**config.mk**
```make
export PLATFORM = sky130hd
export DESIGN_NAME = inst_encoder
export DESIGN_NICKNAME = d
export VERILOG_FILES = /design/src/rtl/inst_encoder.sv
export SDC_FILE = /design/constraint.sdc
export NUM_CORES = 1
export LEC_CHECK = 0
export BUFFER_PORTS_ARGS = -buffer_cell sky130_fd_sc_hd__buf_2
export CAP_MARGIN = 0
export CORE_ASPECT_RATIO = 1.75
export CORE_MARGIN = 8
export CORE_UTILIZATION = 45
export CTS_BUF_LIST = sky130_fd_sc_hd__clkbuf_16
export DETAILED_ROUTE_END_ITERATION = 8
export PLACE_DENSITY = 0.61
export REMOVE_ABC_BUFFERS = 1
export SLEW_MARGIN = 30
export SYNTH_ARGS = -nofsm -noshare
export SYNTH_HDL_FRONTEND = slang
export SYNTH_SLANG_ARGS = --single-unit
export TNS_END_PERCENT = 20
```
**constraint.sdc**
```tcl
create_clock -name clk -period 2.7 [get_ports clk]
set_input_delay 0.675 -clock clk [delete_from_list [all_inputs] [get_ports clk]]
set_output_delay 0.675 -clock clk [all_outputs]
set_load 0.03 [all_outputs]
```
**src/rtl/inst_encoder.sv**
```systemverilog
// RV32I instruction encoder: packs field requests into 32-bit words, range-checks
// the immediate, buffers legal words and streams them to consecutive IM addresses.
module inst_encoder #(
  parameter int unsigned ADDR_W     = 8,
  parameter int unsigned FIFO_DEPTH = 4,
  parameter int unsigned BASE_ADDR  = 0
) (
  input  logic              clk,
  input  logic              rstn,
  input  logic              start,
  input  logic              in_valid,
  output logic              in_ready,
  input  logic [2:0]        fmt,
  input  logic [6:0]        opcode,
  input  logic [2:0]        funct3,
  input  logic [6:0]        funct7,
  input  logic [4:0]        rd,
  input  logic [4:0]        rs1,
  input  logic [4:0]        rs2,
  input  logic [31:0]       imm,
  output logic              im_we,
  output logic [ADDR_W-1:0] im_addr,
  output logic [31:0]       im_wdata,
  input  logic              mem_ready,
  output logic              err,
  output logic [1:0]        err_code,
  output logic [ADDR_W:0]   count
);
  localparam int unsigned PTR_W = $clog2(FIFO_DEPTH);

  typedef enum logic [2:0] {
    FMT_R, FMT_I, FMT_SH, FMT_S, FMT_B, FMT_U, FMT_J, FMT_ILL
  } fmt_e;

  typedef enum logic [1:0] {
    ERR_NONE, ERR_RANGE, ERR_ALIGN, ERR_FMT
  } err_e;

  logic signed [31:0] simm;
  logic [31:0]        enc_word;
  err_e               enc_code;

  logic [31:0]      buf_mem [FIFO_DEPTH];
  logic [PTR_W:0]   wr_ptr;
  logic [PTR_W:0]   rd_ptr;
  logic             full;
  logic             empty;
  logic             accept;
  logic             push;
  logic             pop;

  assign simm = imm;

  // Field packing and immediate legality; range violations take precedence over alignment.
  always_comb begin
    enc_word = 32'd0;
    enc_code = ERR_NONE;
    case (fmt_e'(fmt))
      FMT_R: enc_word = {funct7, rs2, rs1, funct3, rd, opcode};
      FMT_I: begin
        enc_word = {imm[11:0], rs1, funct3, rd, opcode};
        if (simm < -32'sd2048 || simm > 32'sd2047) enc_code = ERR_RANGE;
      end
      FMT_SH: begin
        enc_word = {funct7, imm[4:0], rs1, funct3, rd, opcode};
        if (simm < 32'sd0 || simm > 32'sd31) enc_code = ERR_RANGE;
      end
      FMT_S: begin
        enc_word = {imm[11:5], rs2, rs1, funct3, imm[4:0], opcode};
        if (simm < -32'sd2048 || simm > 32'sd2047) enc_code = ERR_RANGE;
      end
      FMT_B: begin
        enc_word = {imm[12], imm[10:5], rs2, rs1, funct3, imm[4:1], imm[11], opcode};
        if (simm < -32'sd4096 || simm > 32'sd4094) enc_code = ERR_RANGE;
        else if (imm[0])                           enc_code = ERR_ALIGN;
      end
      FMT_U: begin
        enc_word = {imm[31:12], rd, opcode};
        if (imm[11:0] != 12'd0) enc_code = ERR_RANGE;
      end
      FMT_J: begin
        enc_word = {imm[20], imm[10:1], imm[11], imm[19:12], rd, opcode};
        if (simm < -32'sd1048576 || simm > 32'sd1048574) enc_code = ERR_RANGE;
        else if (imm[0])                                 enc_code = ERR_ALIGN;
      end
      default: enc_code = ERR_FMT;
    endcase
  end

  // Full blocks acceptance even when a pop happens the same cycle.
  assign empty    = (wr_ptr == rd_ptr);
  assign full     = (wr_ptr[PTR_W] != rd_ptr[PTR_W]) &&
                    (wr_ptr[PTR_W-1:0] == rd_ptr[PTR_W-1:0]);
  assign in_ready = rstn && !full && !start;
  assign accept   = in_valid && in_ready;
  assign push     = accept && (enc_code == ERR_NONE);
  assign pop      = !empty && mem_ready && !start;

  assign im_we    = !empty;
  assign im_wdata = buf_mem[rd_ptr[PTR_W-1:0]];

  // Buffer, write address, counters and sticky error.
  always_ff @(posedge clk or negedge rstn) begin
    if (!rstn) begin
      for (int unsigned i = 0; i < FIFO_DEPTH; i++) buf_mem[i] <= 32'd0;
      wr_ptr   <= '0;
      rd_ptr   <= '0;
      im_addr  <= ADDR_W'(BASE_ADDR);
      count    <= '0;
      err      <= 1'b0;
      err_code <= 2'd0;
    end else if (start) begin
      wr_ptr   <= '0;
      rd_ptr   <= '0;
      im_addr  <= ADDR_W'(BASE_ADDR);
      count    <= '0;
      err      <= 1'b0;
      err_code <= 2'd0;
    end else begin
      if (push) begin
        buf_mem[wr_ptr[PTR_W-1:0]] <= enc_word;
        wr_ptr <= wr_ptr + (PTR_W+1)'(1);
      end
      if (pop) begin
        rd_ptr  <= rd_ptr + (PTR_W+1)'(1);
        im_addr <= im_addr + ADDR_W'(1);
        if (count != {(ADDR_W+1){1'b1}}) count <= count + (ADDR_W+1)'(1);
      end
      if (accept && enc_code != ERR_NONE) begin
        err <= 1'b1;
        if (!err) err_code <= enc_code;
      end
    end
  end

endmodule

```
==> impl_metrics.py <==
metrics = {
    "floorplanning": {
        "num_rows": 67,
        "die_area_um2": 24000,
        "die_w_um": 121,
        "initial_core_util_pct": 45.5,
        "coreArea_um2": 18900,
        "io-pin-count": 126,
        "chipHeight_um": 199,
    },
    "critical_path": {
        "slowest_stage": "or4_4",
        "cp_cell_sequence": "buf_2 > or4_4 > o32ai_2 > a31oi_1 > a221o_1 > nor2_8 > nand3_4 > buf_12 > mux2_4",
        "max_stage_delay_ns": 0.56,
        "arrival_ns": 2.93,
        "cp.required_ns": 3.00,
        "critical_path_class": "in2reg",
        "crit_fanout": 17,
        "end_kind": "register",
        "cp-start-kind": "input pin",
    },
    "min_path": {
        "hold_path_class": "in2async",
    },
    "power": {
        "power_w": 0.00654,
        "p_leak_nw": 5.36,
        "p_seq_share_pct": 39.6,
        "comb_power_share_pct": 22.6,
        "p_sw_share_pct": 28.6,
        "powerDensity_nw_per_um2": 617,
        "power.internal_w": 0.00467,
        "clkPwrFrac_pct": 37.8,
        "switchingPower_w": 0.00187,
        "ir_drop_uv": 410,
    },
    "grt": {
        "grt_pass1_vias": 6704,
        "grt_max_degree": 155,
        "antenna_found_initial": 0,
        "grt_usage_pct": 20.5,
        "grt_pass1_wl_um": 37600,
        "grt-ovfl-total": 0,
    },
    "yosys": {
        "synth_common_cells": "154 x dfrtp_1, 119 x mux2_4, 45 x a21oi_1",
        "avgSynthCellArea_um2": 13.1,
        "synth_top_area_share_pct": 44.7,
        "yosysUniqueCellTypes": 44,
        "synth_async_sr_flop_share_pct": 100,
        "synth-seq-area-share_pct": 44.7,
        "ys_ff_latch": 154,
        "synthMostInstantiatedCell": "dfrtp_1",
        "ys.flop_type": "dfrtp_1",
        "synth_area_leaders": "dfrtp_1 45%, mux2_4 21%, mux4_2 8.4%",
        "synth_edf_count": 0,
        "synth.largest_area_cell": "dfrtp_1",
        "synthesis.area_um2": 8610,
        "yosys_warnings": 0,
        "syn-instance-count": 658,
    },
    "clocking": {
        "clockBufferDepth": 2,
        "cts_tree": "built",
        "clk_pin_slew_ns": 0.06,
        "clock-root-buffer": "clkbuf_16",
        "cts_buffers": 17,
        "clk_latency_ns": 0.42,
        "clkSinkCount": 154,
        "cts_max_level": 4,
        "cts_hold_buffers": 0,
    },
    "route": {
        "routed_via_density": 5.53,
        "wl_per_cell_um": 21.6,
        "antenna_left": 0,
        "vias": 6003,
        "drc_errors": 0,
        "drtPass1Iterations": 4,
        "drt_iter0_markers": 380,
        "drt-total-wl_um": 23400,
    },
    "placement": {
        "place.gp.congestion": 0.921,
        "dp_hpwl_um": 17000,
        "pre_cts_slack_ns": -0.419,
        "placed_area_um2": 9970,
        "port_buffers": 125,
    },
    "timing": {
        "fin_crit_ns": 2.63,
        "fin_crit_sh_pct": 97.4,
        "slew_viol_final": 0,
        "setup_viol": 0,
        "setup_ws_ns": 0.0703,
        "worstMarginPinSlew_ns": 0.865,
        "finalHoldViolations": 0,
        "max-slew-margin-rel_pct": 42.3,
        "skew_ns": 0.00836,
        "rsz0062_at_grt": "yes",
        "setup_tns_ns": 0,
        "fmax_mhz": 380,
    },
    "job": {
        "drv_cap": 0,
    },
    "cells_and_area": {
        "area_growth_pct": 23.0,
        "drive_gt1_share_pct": 47.3,
        "nets": 914,
        "n_antenna_cell": 0,
        "design_area_um2": 10600,
    },
    "run_status": {
        "status": "finished clean",
    },
}
==> worst max-delay path: cells and delay by family <==
family / cells / cell delay [ns]
compound gates: 3 / 0.70
simple gates: 3 / 0.91
mux: 1 / 0.31
buf+inv: 2 / 0.31
==> final timing paths <==
kind                            slack, ns  depth (start not counted)        start           end
worst min-delay path                 0.41                          2         rstn   buf_mem[19]
worst max-delay path                 0.07                          9       imm[1]  buf_mem[126]
max in group asynchronous            1.56                          2         rstn     rd_ptr[0]
worst min register to register       0.50                          1  buf_mem[59]   buf_mem[59]
worst max register to register       0.28                          7    wr_ptr[0]  buf_mem[126]
min in group clk                     0.50                          1  buf_mem[59]   buf_mem[59]
==> final cells by class <==
class	instances	area [um2]
timing repair buffer	198	1320
clock buffer	17	425
tap	241	302
fill	1629	8350
multi-input combinational	452	4480
clock inverter	12	174
sequential	154	3850
inverter	11	41.3
==> layout by cell type, fill, tap and decap left out, types with 5 or more instances in the layout <==
cell type,netlist,layout
inv_1,11,11
nand3_1,9,9
mux2_4,119,119
ha_1,8,8
mux4_2,32,32
a21oi_1,45,45
buf_4,0,62
o21ai_0,30,30
buf_2,3,124
xor2_1,14,14
nor4_1,6,6
or3_1,5,5
nand2_1,25,25
nand4_1,13,13
nor2_1,23,23
dfrtp_1,154,153
a211oi_1,12,12
mux2i_1,13,13
buf_12,0,9
nor2b_1,39,39
mux2_2,9,9
and2_1,10,10
clkbuf_16,0,17
==> through the flow <==
step / util [%] / hold WS [ns] / cells
6_report: 55.9 / 0.415 / 1085
5_1_grt: 55.9 / 0.513 / 1085
4_1_cts: 55.8 / 0.481 / 1084
3_5_place_dp: 52.6 / 0.490 / 1055
3_3_place_gp: 52.6 / 0.483 / 1055
2_1_floorplan: - / 0.379 / 617
==> cells by family after synthesis <==
logic type / after synthesis / synth area share, %
buf+inv: 52 / 3.36
mux: 173 / 31.8
flops: 154 / 44.7
xor+xnor: 18 / 1.83
simple gates: 149 / 10.1
compound gates: 104 / 7.02
fa+ha+maj: 8 / 1.16
==> flip-flops by register name (all words and copies together) (netlist names) <==
signal,flops
buf_mem,128
count,9
err,1
err_code,2
im_addr,8
rd_ptr,3
wr_ptr,3
==> repair_timing <==
item,CTS,global route
resized for setup,0,4
buffers inserted,0,1
setup endpoints to repair,0,126
==> power groups by stage <==
stage / Clock (W) / Combinational (W) / Sequential [W]
CTS: 0.00253 / 0.00149 / 0.00259
floorplan: 0 / 0.000949 / 0.00260
finish: 0.00247 / 0.00148 / 0.00259
global route: 0.00261 / 0.00158 / 0.00261
global placement: 0 / 0.00146 / 0.00261
detailed placement: 0 / 0.00149 / 0.00263
==> routing by layer <==
layer / up-vias / wire length [um] / global-route usage (%)
met3: 35 / 1510 / 5.77
met1: 3008 / 9450 / 23.8
met4: 0 / 601 / 8.74
met2: 204 / 11800 / 34.5
li1: 2756 / - / -
met5: - / 0 / 0
No activity file was read; power rests on OpenSTA's default activity.
